--- config.mk ---
export PLATFORM = sky130hd
export DESIGN_NAME = sort_engine_flat
export DESIGN_NICKNAME = d
export VERILOG_FILES = /design/src/rtl/sort_engine_if.sv /design/src/rtl/sort_engine.sv /design/src/flat_wrapper.sv
export SDC_FILE = /design/constraint.sdc
export NUM_CORES = 1
export LEC_CHECK = 0
export CAP_MARGIN = 20
export CORE_MARGIN = 1.5
export CORE_UTILIZATION = 49
export CTS_BUF_LIST = sky130_fd_sc_hd__clkbuf_4 sky130_fd_sc_hd__clkbuf_8
export DETAILED_ROUTE_END_ITERATION = 10
export DONT_BUFFER_PORTS = 1
export PLACE_DENSITY_LB_ADDON = 0.3
export SETUP_SLACK_MARGIN = 0.15
export SYNTH_ARGS = -nofsm -noshare
export SYNTH_HDL_FRONTEND = slang
export SYNTH_SLANG_ARGS = --single-unit
--- constraint.sdc ---
create_clock -name clk -period 13.5 [get_ports clk]
set_input_delay 2.7 -clock clk [delete_from_list [all_inputs] [get_ports clk]]
set_output_delay 2.7 -clock clk [all_outputs]
set_load 0.02 [all_outputs]
--- src/rtl/sort_engine_if.sv ---
// Command/status bundle for sort_engine: toggle-encoded commands, push/pop data and status flags.
// The master side issues commands; the slave side is the engine.
interface sort_engine_if #(
  parameter int DW = 8,
  parameter int AW = 4
);
  logic          enable;
  logic          clear;
  logic          push;
  logic          pop;
  logic          sort;
  logic          descend;
  logic          signed_cmp;
  logic [DW-1:0] rx_data;
  logic [DW-1:0] tx_data;
  logic [AW:0]   count;
  logic          full;
  logic          empty;
  logic          idle;
  logic          busy;
  logic          done;
  logic          err;

  modport master (
    output enable, clear, push, pop, sort, descend, signed_cmp, rx_data,
    input  tx_data, count, full, empty, idle, busy, done, err
  );

  modport slave (
    input  enable, clear, push, pop, sort, descend, signed_cmp, rx_data,
    output tx_data, count, full, empty, idle, busy, done, err
  );
endinterface

--- src/rtl/sort_engine.sv ---
// Stack-style element store with push/pop and an in-place stable insertion sort.
// Commands are toggle-encoded and accepted only while idle.
//
// state | meaning
// IDLE  | accepting clear/push/pop/sort requests
// INIT  | i <= 1, skip straight to DONE when fewer than two elements
// LOAD  | key <= A[i], j <= i
// SCAN  | shift A[j-1] up while key precedes it, else insert key
// DONE  | one-cycle done pulse, back to IDLE
module sort_engine #(
  parameter int DW = 8,
  parameter int AW = 4
) (
  input  logic          clk,
  input  logic          rst,
  sort_engine_if.slave  bus
);
  localparam int DEPTH = 2**AW;
  localparam logic [AW:0]   CNT_FULL = (AW+1)'(DEPTH);
  localparam logic [AW:0]   CNT_ONE  = (AW+1)'(1);
  localparam logic [AW-1:0] IDX_ONE  = AW'(1);

  typedef enum logic [2:0] {IDLE, INIT, LOAD, SCAN, DONE} state_t;

  state_t        state, state_nx;
  logic [DW-1:0] mem [DEPTH];
  logic [AW:0]   cnt;
  logic [AW-1:0] i_idx, j_idx, j_prev, top_idx;
  logic [DW-1:0] key, prev, tx_q;
  logic          err_q, desc_q, sgn_q;
  logic          clear_q, push_q, pop_q, sort_q;
  logic          clear_req, push_req, pop_req, sort_req, any_req;
  logic          do_clear, do_push, do_pop, do_sort, drop, shift, insert;
  logic          is_full, is_empty, lt, gt, key_prec;

  assign clear_req = bus.enable & (bus.clear ^ clear_q);
  assign push_req  = bus.enable & (bus.push  ^ push_q);
  assign pop_req   = bus.enable & (bus.pop   ^ pop_q);
  assign sort_req  = bus.enable & (bus.sort  ^ sort_q);
  assign any_req   = clear_req | push_req | pop_req | sort_req;

  assign is_full  = (cnt == CNT_FULL);
  assign is_empty = (cnt == '0);
  assign top_idx  = cnt[AW-1:0] - IDX_ONE;
  assign j_prev   = j_idx - IDX_ONE;
  assign prev     = mem[j_prev];

  // Strict compares keep equal keys in input order.
  assign lt       = sgn_q ? ($signed(key) < $signed(prev)) : (key < prev);
  assign gt       = sgn_q ? ($signed(key) > $signed(prev)) : (key > prev);
  assign key_prec = desc_q ? gt : lt;

  always_ff @(posedge clk) begin
    if (rst) begin
      state <= IDLE;
    end else if (bus.enable) begin
      state <= state_nx;
    end
  end

  always_comb begin
    state_nx = state;
    do_clear = 1'b0;
    do_push  = 1'b0;
    do_pop   = 1'b0;
    do_sort  = 1'b0;
    drop     = 1'b0;
    shift    = 1'b0;
    insert   = 1'b0;
    case (state)
      IDLE: begin
        if (clear_req) begin
          do_clear = 1'b1;
          drop     = push_req | pop_req | sort_req;
        end else if (push_req) begin
          do_push = 1'b1;
          drop    = pop_req | sort_req;
        end else if (pop_req) begin
          do_pop = 1'b1;
          drop   = sort_req;
        end else if (sort_req) begin
          do_sort  = 1'b1;
          state_nx = INIT;
        end
      end
      INIT: state_nx = (cnt <= CNT_ONE) ? DONE : LOAD;
      LOAD: state_nx = SCAN;
      SCAN: begin
        if ((j_idx != '0) && key_prec) begin
          shift = 1'b1;
        end else begin
          insert   = 1'b1;
          state_nx = (({1'b0, i_idx} + CNT_ONE) == cnt) ? DONE : LOAD;
        end
      end
      DONE:    state_nx = IDLE;
      default: state_nx = IDLE;
    endcase
    if (state != IDLE) drop = any_req;
  end

  always_ff @(posedge clk) begin
    if (rst) begin
      cnt     <= '0;
      tx_q    <= '0;
      err_q   <= 1'b0;
      desc_q  <= 1'b0;
      sgn_q   <= 1'b0;
      i_idx   <= '0;
      j_idx   <= '0;
      key     <= '0;
      clear_q <= bus.clear;
      push_q  <= bus.push;
      pop_q   <= bus.pop;
      sort_q  <= bus.sort;
    end else if (bus.enable) begin
      clear_q <= bus.clear;
      push_q  <= bus.push;
      pop_q   <= bus.pop;
      sort_q  <= bus.sort;
      if (do_clear) begin
        cnt   <= '0;
        err_q <= 1'b0;
      end
      if (do_push) begin
        if (is_full) err_q <= 1'b1;
        else         cnt   <= cnt + CNT_ONE;
      end
      if (do_pop) begin
        if (is_empty) begin
          err_q <= 1'b1;
        end else begin
          tx_q <= mem[top_idx];
          cnt  <= cnt - CNT_ONE;
        end
      end
      if (do_sort) begin
        desc_q <= bus.descend;
        sgn_q  <= bus.signed_cmp;
      end
      if (state == INIT) i_idx <= IDX_ONE;
      if (state == LOAD) begin
        key   <= mem[i_idx];
        j_idx <= i_idx;
      end
      if (shift)  j_idx <= j_prev;
      if (insert) i_idx <= i_idx + IDX_ONE;
      // A dropped request flags an error even when a clear is accepted alongside it.
      if (drop) err_q <= 1'b1;
    end
  end

  // Storage is deliberately left out of reset.
  always_ff @(posedge clk) begin
    if (!rst && bus.enable) begin
      if (do_push && !is_full) mem[cnt[AW-1:0]] <= bus.rx_data;
      if (shift)               mem[j_idx] <= prev;
      if (insert)              mem[j_idx] <= key;
    end
  end

  assign bus.tx_data = tx_q;
  assign bus.count   = cnt;
  assign bus.full    = is_full;
  assign bus.empty   = is_empty;
  assign bus.idle    = (state == IDLE);
  assign bus.busy    = (state != IDLE);
  assign bus.done    = (state == DONE);
  assign bus.err     = err_q;
endmodule

--- src/flat_wrapper.sv ---
// flat-port wrapper written by rule: the top's interface ports become plain ports
module sort_engine_flat 
#(
  parameter int DW = 8,
  parameter int AW = 4
)
  (clk, rst, bus_enable, bus_clear, bus_push, bus_pop, bus_sort, bus_descend, bus_signed_cmp, bus_rx_data, bus_tx_data, bus_count, bus_full, bus_empty, bus_idle, bus_busy, bus_done, bus_err);
  sort_engine_if #(.DW(DW), .AW(AW)) bus_i ();
  input  logic clk;
  input  logic rst;
  input wire logic [$bits(bus_i.enable)-1:0] bus_enable;
  input wire logic [$bits(bus_i.clear)-1:0] bus_clear;
  input wire logic [$bits(bus_i.push)-1:0] bus_push;
  input wire logic [$bits(bus_i.pop)-1:0] bus_pop;
  input wire logic [$bits(bus_i.sort)-1:0] bus_sort;
  input wire logic [$bits(bus_i.descend)-1:0] bus_descend;
  input wire logic [$bits(bus_i.signed_cmp)-1:0] bus_signed_cmp;
  input wire logic [$bits(bus_i.rx_data)-1:0] bus_rx_data;
  output wire logic [$bits(bus_i.tx_data)-1:0] bus_tx_data;
  output wire logic [$bits(bus_i.count)-1:0] bus_count;
  output wire logic [$bits(bus_i.full)-1:0] bus_full;
  output wire logic [$bits(bus_i.empty)-1:0] bus_empty;
  output wire logic [$bits(bus_i.idle)-1:0] bus_idle;
  output wire logic [$bits(bus_i.busy)-1:0] bus_busy;
  output wire logic [$bits(bus_i.done)-1:0] bus_done;
  output wire logic [$bits(bus_i.err)-1:0] bus_err;
  assign bus_i.enable = bus_enable;
  assign bus_i.clear = bus_clear;
  assign bus_i.push = bus_push;
  assign bus_i.pop = bus_pop;
  assign bus_i.sort = bus_sort;
  assign bus_i.descend = bus_descend;
  assign bus_i.signed_cmp = bus_signed_cmp;
  assign bus_i.rx_data = bus_rx_data;
  assign bus_tx_data = bus_i.tx_data;
  assign bus_count = bus_i.count;
  assign bus_full = bus_i.full;
  assign bus_empty = bus_i.empty;
  assign bus_idle = bus_i.idle;
  assign bus_busy = bus_i.busy;
  assign bus_done = bus_i.done;
  assign bus_err = bus_i.err;
  sort_engine #(.DW(DW), .AW(AW)) u_core (.clk(clk), .rst(rst), .bus(bus_i));
endmodule
# Yosys cells after proc, flatten, opt, wreduce, memory -nomap -nowiden
# Memory sizes are Yosys's and may differ from the RTL's. A register that Yosys moved wholly into a read port is not among the register bits.
# Cells that the tools add are included.
dict set report op_classes {
  addsub 6
  multipliers 0
  div 0
  magnitude_cmp 5
  eq_ne 11
  n_shift 0
  muxes 70
  bitwise 16
  n_reduce_logical 19
}
# operator n
set ops {}
lappend ops {{$mux 1} 50}
lappend ops {{$mux 5} 5}
lappend ops {{$mux 3} 7}
lappend ops {{$mux 4} 5}
lappend ops {{$gt 8x8->1} 2}
lappend ops {{$lt 8x8->1} 2}
lappend ops {{$mux 8} 2}
lappend ops {{$pmux 3 s4} 1}
lappend ops {{$ne 2x2->1 const B} 4}
lappend ops {{$reduce_and 2->1} 4}
lappend ops {{$reduce_or 8->1} 1}
lappend ops {{$sub 4x1->4 const B} 2}
lappend ops {{$or 1x1->1} 7}
lappend ops {{$eq 3x2->1 const B} 2}
lappend ops {{$reduce_and 6->1} 1}
lappend ops {{$reduce_bool 2->1} 3}
lappend ops {{$add 4x1->5 const B} 1}
lappend ops {{$add 5x1->5 const B} 1}
lappend ops {{$eq 5x5->1} 1}
lappend ops {{$eq 5x5->1 const B} 1}
lappend ops {{$le 5x1->1 const B} 1}
lappend ops {{$logic_not 5->1} 1}
lappend ops {{$sub 5x1->5 const B} 1}
lappend ops {{$add 4x1->4 const B} 1}
lappend ops {{12 further kinds} 21}
dict set report word_totals {
  reg_bits 23
  latchBits 0
  ram_bits 128
  romBits 0
  inputBits 17
  output_inout_bits 19
  elab_cells 139
  n_memories 1
}
# memory words width read_ports rd_clocked_by_memory_dff wr line
set memory_table {}
lappend memory_table {u_core.mem 16 8 3 2 1 sort_engine.sv:26} ;# logic [DW-1:0] mem [DEPTH];

# Depth between registers and ports, before layout
# An unclocked memory read counts as a cell.
dict set report depth {
  word_depth 14
  ltp_mapped 20
  mapped_depth_nobuf 15
}

# Worst setup path after synthesis
# Ideal clock, no wire load.
dict set report synth_timing {
  kind {reg-to-reg}
  from {register u_core.j_idx[0]}
  to {memory u_core.mem[0][0], data pin}
  setup_ps 291
  t_arrival_ps 5136
  t_required_ps 13209
  path_slack_ps 8072
  stages_incl_launch_ff 20
  n_path_buf 7
  period_less_slack_ps 5428
  path_cell_list {dfxtp_1 > buf_2 > buf_1 > inv_1 > ha_1 > clkbuf_1 > clkbuf_1 > buf_2 > mux4_2 > a211oi_1 > a21oi_1 > ha_1 > nand4_1 > o211ai_1 > o311ai_1 > or2_1 > clkbuf_2 > buf_4 > a21oi_1 > a21oi_1}
}
dict set report synth_via {
  elab_chain_len 14
  elab_cells_between_ends 25
  classes_between {add/sub: 1; order compare: 4; mux: 15; bitwise: 1; reduce/logical: 3; memory: 1}
}
# item line
set synth_lines {}
lappend synth_lines {{start: declaration} sort_engine.sv:28} ;# logic [AW-1:0] i_idx, j_idx, j_prev, top_idx;
lappend synth_lines {{start signal: assignment} sort_engine.sv:144} ;# j_idx <= i_idx;
lappend synth_lines {{start signal: assignment} sort_engine.sv:146} ;# if (shift) j_idx <= j_prev;
lappend synth_lines {{$sub 4x1->4} sort_engine.sv:45} ;# assign j_prev = j_idx - IDX_ONE;
lappend synth_lines {{$mem_v2 16x8} -}
lappend synth_lines {{$lt 8x8->1 / $gt 8x8->1 (equally long branches)} {sort_engine.sv:49, sort_engine.sv:50}}
lappend synth_lines {{$mux 1, on equally long branches} {sort_engine.sv:49, sort_engine.sv:50}}
lappend synth_lines {{$mux 1} sort_engine.sv:51} ;# assign key_prec = desc_q ? gt : lt;
lappend synth_lines {{$logic_and 1x1->1} sort_engine.sv:89} ;# if ((j_idx != '0) && key_prec) begin
lappend synth_lines {{$mux 1} sort_engine.sv:89}
lappend synth_lines {{$mux 1} sort_engine.sv:70} ;# case (state)
lappend synth_lines {{$mux 1, on equally long branches} {sort_engine.sv:157, sort_engine.sv:158}}
lappend synth_lines {{$mux 1} sort_engine.sv:155} ;# if (!rst && bus.enable) begin
lappend synth_lines {{$mux 1, on equally long branches} {sort_engine.sv:157, sort_engine.sv:158}}
lappend synth_lines {{$or 1x1->1 (no source line)} -}
lappend synth_lines {{$reduce_or 8->1 (no source line)} -}
lappend synth_lines {{$mux 8 (no source line) (*)} -}
lappend synth_lines {{end: declaration} sort_engine.sv:26}
# Mark *: on every way between the ends. The rest lies on a longest branch, timed or not.

# Worst setup path in the final report
# Ends and elaborated chain as after synthesis.

==> impl_metrics.env <==
export IMPL_mostFrequentLayoutCell="edfxtp_1"
export IMPL_rsz0062_at_grt="false"
export IMPL_synth_nets=693
export IMPL_layout_common_cells="132 x edfxtp_1, 112 x mux4_2, 54 x nand2_1"
export IMPL_status="completed"
export IMPL_cts_setup_buffers=0
export IMPL_cts_root_buf="clkbuf_8"
export IMPL_ir_drop_uv=65.01
export IMPL_layout_drive_gt1_share_pct=30.09
export IMPL_grt_max_degree=44
export IMPL_grt_total_usage_pct=26.50
export IMPL_syn_mean_instance_area_um2=14.38
export IMPL_period_needed_ns=6.614
export IMPL_grt_pass1_vias=6327
export IMPL_max_freq_mhz=151.2
export IMPL_worstSetupStartpoint="u_core.j_idx[0]$_SDFFE_PP0P_"
export IMPL_synth_cell_types=63
export IMPL_io_buffers=0
export IMPL_synth_seq_cells=167
export IMPL_die_w_um=142.3
export IMPL_dieHeight_um=142.3
export IMPL_crit_path_top_delay_cell="xor2_2"
export IMPL_p_switching_uw=243.8
export IMPL_routedWlPerCell_um=27.57
export IMPL_rows=50
export IMPL_drt_iter0_markers=798
export IMPL_start_util_pct=50.32
export IMPL_ctsHoldBuffers=0
export IMPL_hold_viol_final=0
export IMPL_syn_inst=661
export IMPL_synth_main_ff_cell="edfxtp_1"
export IMPL_antenna_found_initial=2
export IMPL_cts_tree="yes"
export IMPL_intPower_uw=809.1
export IMPL_skew_ns=0.008823
export IMPL_gp_congestion=0.9371
export IMPL_power_switching_share_pct=23.15
export IMPL_clkPwrFrac_pct=40.6
export IMPL_num_vias=6414
export IMPL_yosysSeqAreaShare_pct=49.07
export IMPL_pwr_share_seq_pct=53.2
export IMPL_coreArea_um2=18890
export IMPL_ctsLongestPathBuffers=2
export IMPL_first_pass_iters=6
export IMPL_finalCritPeriodShare_pct=48.99
export IMPL_nets=687
export IMPL_grt_pass1_wl_mm=38.60
export IMPL_path_class="flip-flop to flip-flop"
export IMPL_worst_setup_path_start_kind="flip-flop"
export IMPL_powerDensity_nw_per_um2=102.0
export IMPL_clk_latency_ns=0.47
export IMPL_gr_total_overflow=0
export IMPL_cts_buffers=17
export IMPL_synth_edff_count=132
export IMPL_maxCapViolCount=0
export IMPL_setup_viol=0
export IMPL_ys_warn_count=0
export IMPL_relSlewSlack_pct=26.78
export IMPL_synth_area_um2=9507
export IMPL_ant_nets=0
export IMPL_timing_critical_path_fanout_max=35
export IMPL_holdWs_ns=0.4661
export IMPL_cp_arrival_ns=6.77
export IMPL_preCtsSetupSlack_ns=6.919
export IMPL_reg2reg_from="u_core.j_idx[0]$_SDFFE_PP0P_"
export IMPL_p_leak_nw=3.115
export IMPL_fill_cells=1513
export IMPL_path_cells="buf_4 -> inv_1 -> ha_1 -> xor2_2 -> buf_4 -> mux4_2 -> mux2i_1 -> nand2_1 -> o21ai_0 -> ha_1 -> nand4_1 -> o211ai_1 -> o311ai_1 -> or2_1 -> a21oi_1 -> a21oi_1"
export IMPL_min_from="u_core.key[0]$_SDFFE_PP0P_"
export IMPL_crit_buf_inv=3
export IMPL_hold_path_class="flip-flop to flip-flop"
export IMPL_cts_clk_slew_worst_paths_ns=0.10
export IMPL_pwr_share_comb_pct=6.2
export IMPL_cts_resized=0
export IMPL_routed_wirelength_mm=25.66
export IMPL_required_ns=13.65
export IMPL_drv_slew=0
export IMPL_crit_path_max_incr_delay_ns=0.79
export IMPL_htreeDepth=4
export IMPL_async_flop_share_pct=0
export IMPL_dpl_hpwl_mm=17.31
export IMPL_finalSetupTns_ns=0
export IMPL_viasPerCell=6.889
export IMPL_worstMarginPinSlew_ns=1.089
export IMPL_clock_sinks=167
export IMPL_critPathCaptureType="flip-flop"
export IMPL_drc=0
export IMPL_synthToLayoutAreaGrowth_pct=8.595
export IMPL_fin_ws_ns=6.887
export IMPL_cp_top_family="compound AO/OA/AOI/OAI gates"
export IMPL_die_area_um2=20250
export IMPL_pin_count=36
power by group through the flow:
stage	Combinational [mW]	Sequential (mW)	Clock (mW)
after floorplan	0.0494	0.571	0
after global placement	0.0631	0.572	0
after detailed placement	0.0648	0.572	0
after CTS	0.0650	0.560	0.431
after global routing	0.0695	0.561	0.451
final	0.0652	0.560	0.427
layout make-up:
class	instances	area (µm²)	share of cell area, %
Antenna cell	3	7.507	0.07272
Clock buffer	17	234.0	2.266
Clock inverter	15	237.7	2.303
Inverter	19	71.32	0.6908
Multi-Input combinational cell	424	4584	44.41
Sequential cell	167	4668	45.22
Tap cell	260	325.3	3.151
Timing Repair Buffer	26	195.2	1.891
layer usage:
metal  routed length, µm  GRT usage [%]  vias to the layer above
met1                9717          34.70                     3277
met4                 794          11.12                        0
met2               12520          42.72                      438
li1                    -              -                     2642
met5                   0              0                        -
met3                2631          6.326                       57
path summary, 6_finish.rpt:
| kind | endpoint | slack [ns] | depth (start not counted) |
|---|---|---|---|
| worst min-delay path | u_core.key[0]$_SDFFE_PP0P_ | 0.47 | 2 |
| worst max register to register | u_core.mem[0][0]$_DFFE_PP_ | 6.89 | 16 |
| worst max-delay path | u_core.mem[0][0]$_DFFE_PP_ | 6.89 | 16 |
| worst min register to register | u_core.key[0]$_SDFFE_PP0P_ | 0.47 | 2 |
synthesized netlist by cell type (all sizes together), types with 6 or more instances:
master  instances  area, µm²
nand2          54      202.7
nor3b           6      45.04
mux2           14      157.7
nand4           7      43.79
edfxtp        132       3964
inv            19      71.32
a31oi           6      37.54
o21ai          19      95.09
ha             15      187.7
dfxtp          35      700.7
a21oi          30      150.1
xnor2          10      87.58
nor2b           6      45.04
nor3            9      45.04
nand3          12      60.06
buf            17      78.83
clkbuf         34      128.9
mux4          112       2522
mux2i          19      190.2
nor2           41      153.9
kinds of logic (layout without fill, tap and decap cells):
family,Yosys count,count (layout),share of synthesized area [%]
compound gates,87,87,5.897
xor+xnor,14,14,1.290
fa+ha+maj,15,15,1.974
buf+inv,70,77,2.935
flops,167,167,49.07
mux,145,145,30.19
other cells,0,3,0
simple gates,163,163,8.647
worst register-to-register path: stages (launching register included):
cell and delay (ns):
dfxtp_2 0.32, buf_4 0.58, inv_1 0.24, ha_1 0.31
xor2_2 0.79, buf_4 0.39, mux4_2 0.35, mux2i_1 0.15
nand2_1 0.07, o21ai_0 0.18, ha_1 0.36, nand4_1 0.13
o211ai_1 0.16, o311ai_1 0.74, or2_1 0.63, a21oi_1 0.15
a21oi_1 0.74
state kept, by name, indices dropped and copies added, names as in the netlist, 3 cells and up:
name and flops:
u_core.j_idx 4, u_core.bus.tx_data 8, u_core.bus.count 5, u_core.mem 128, u_core.i_idx 4, u_core.state 3, u_core.key 8
stage by stage:
step / cell area, µm² / power (mW) / std cells / utilization [%]
after floorplan: 9507 / 0.6203 / 661 / -
final: 10320 / 1.053 / 931 / 54.64
after CTS: 10320 / 1.057 / 928 / 54.60
after global placement: 9844 / 0.6349 / 896 / 52.11
after detailed placement: 9844 / 0.6368 / 896 / 52.11
after global routing: 10320 / 1.081 / 930 / 54.63
No activity file was read; power rests on OpenSTA's default activity.
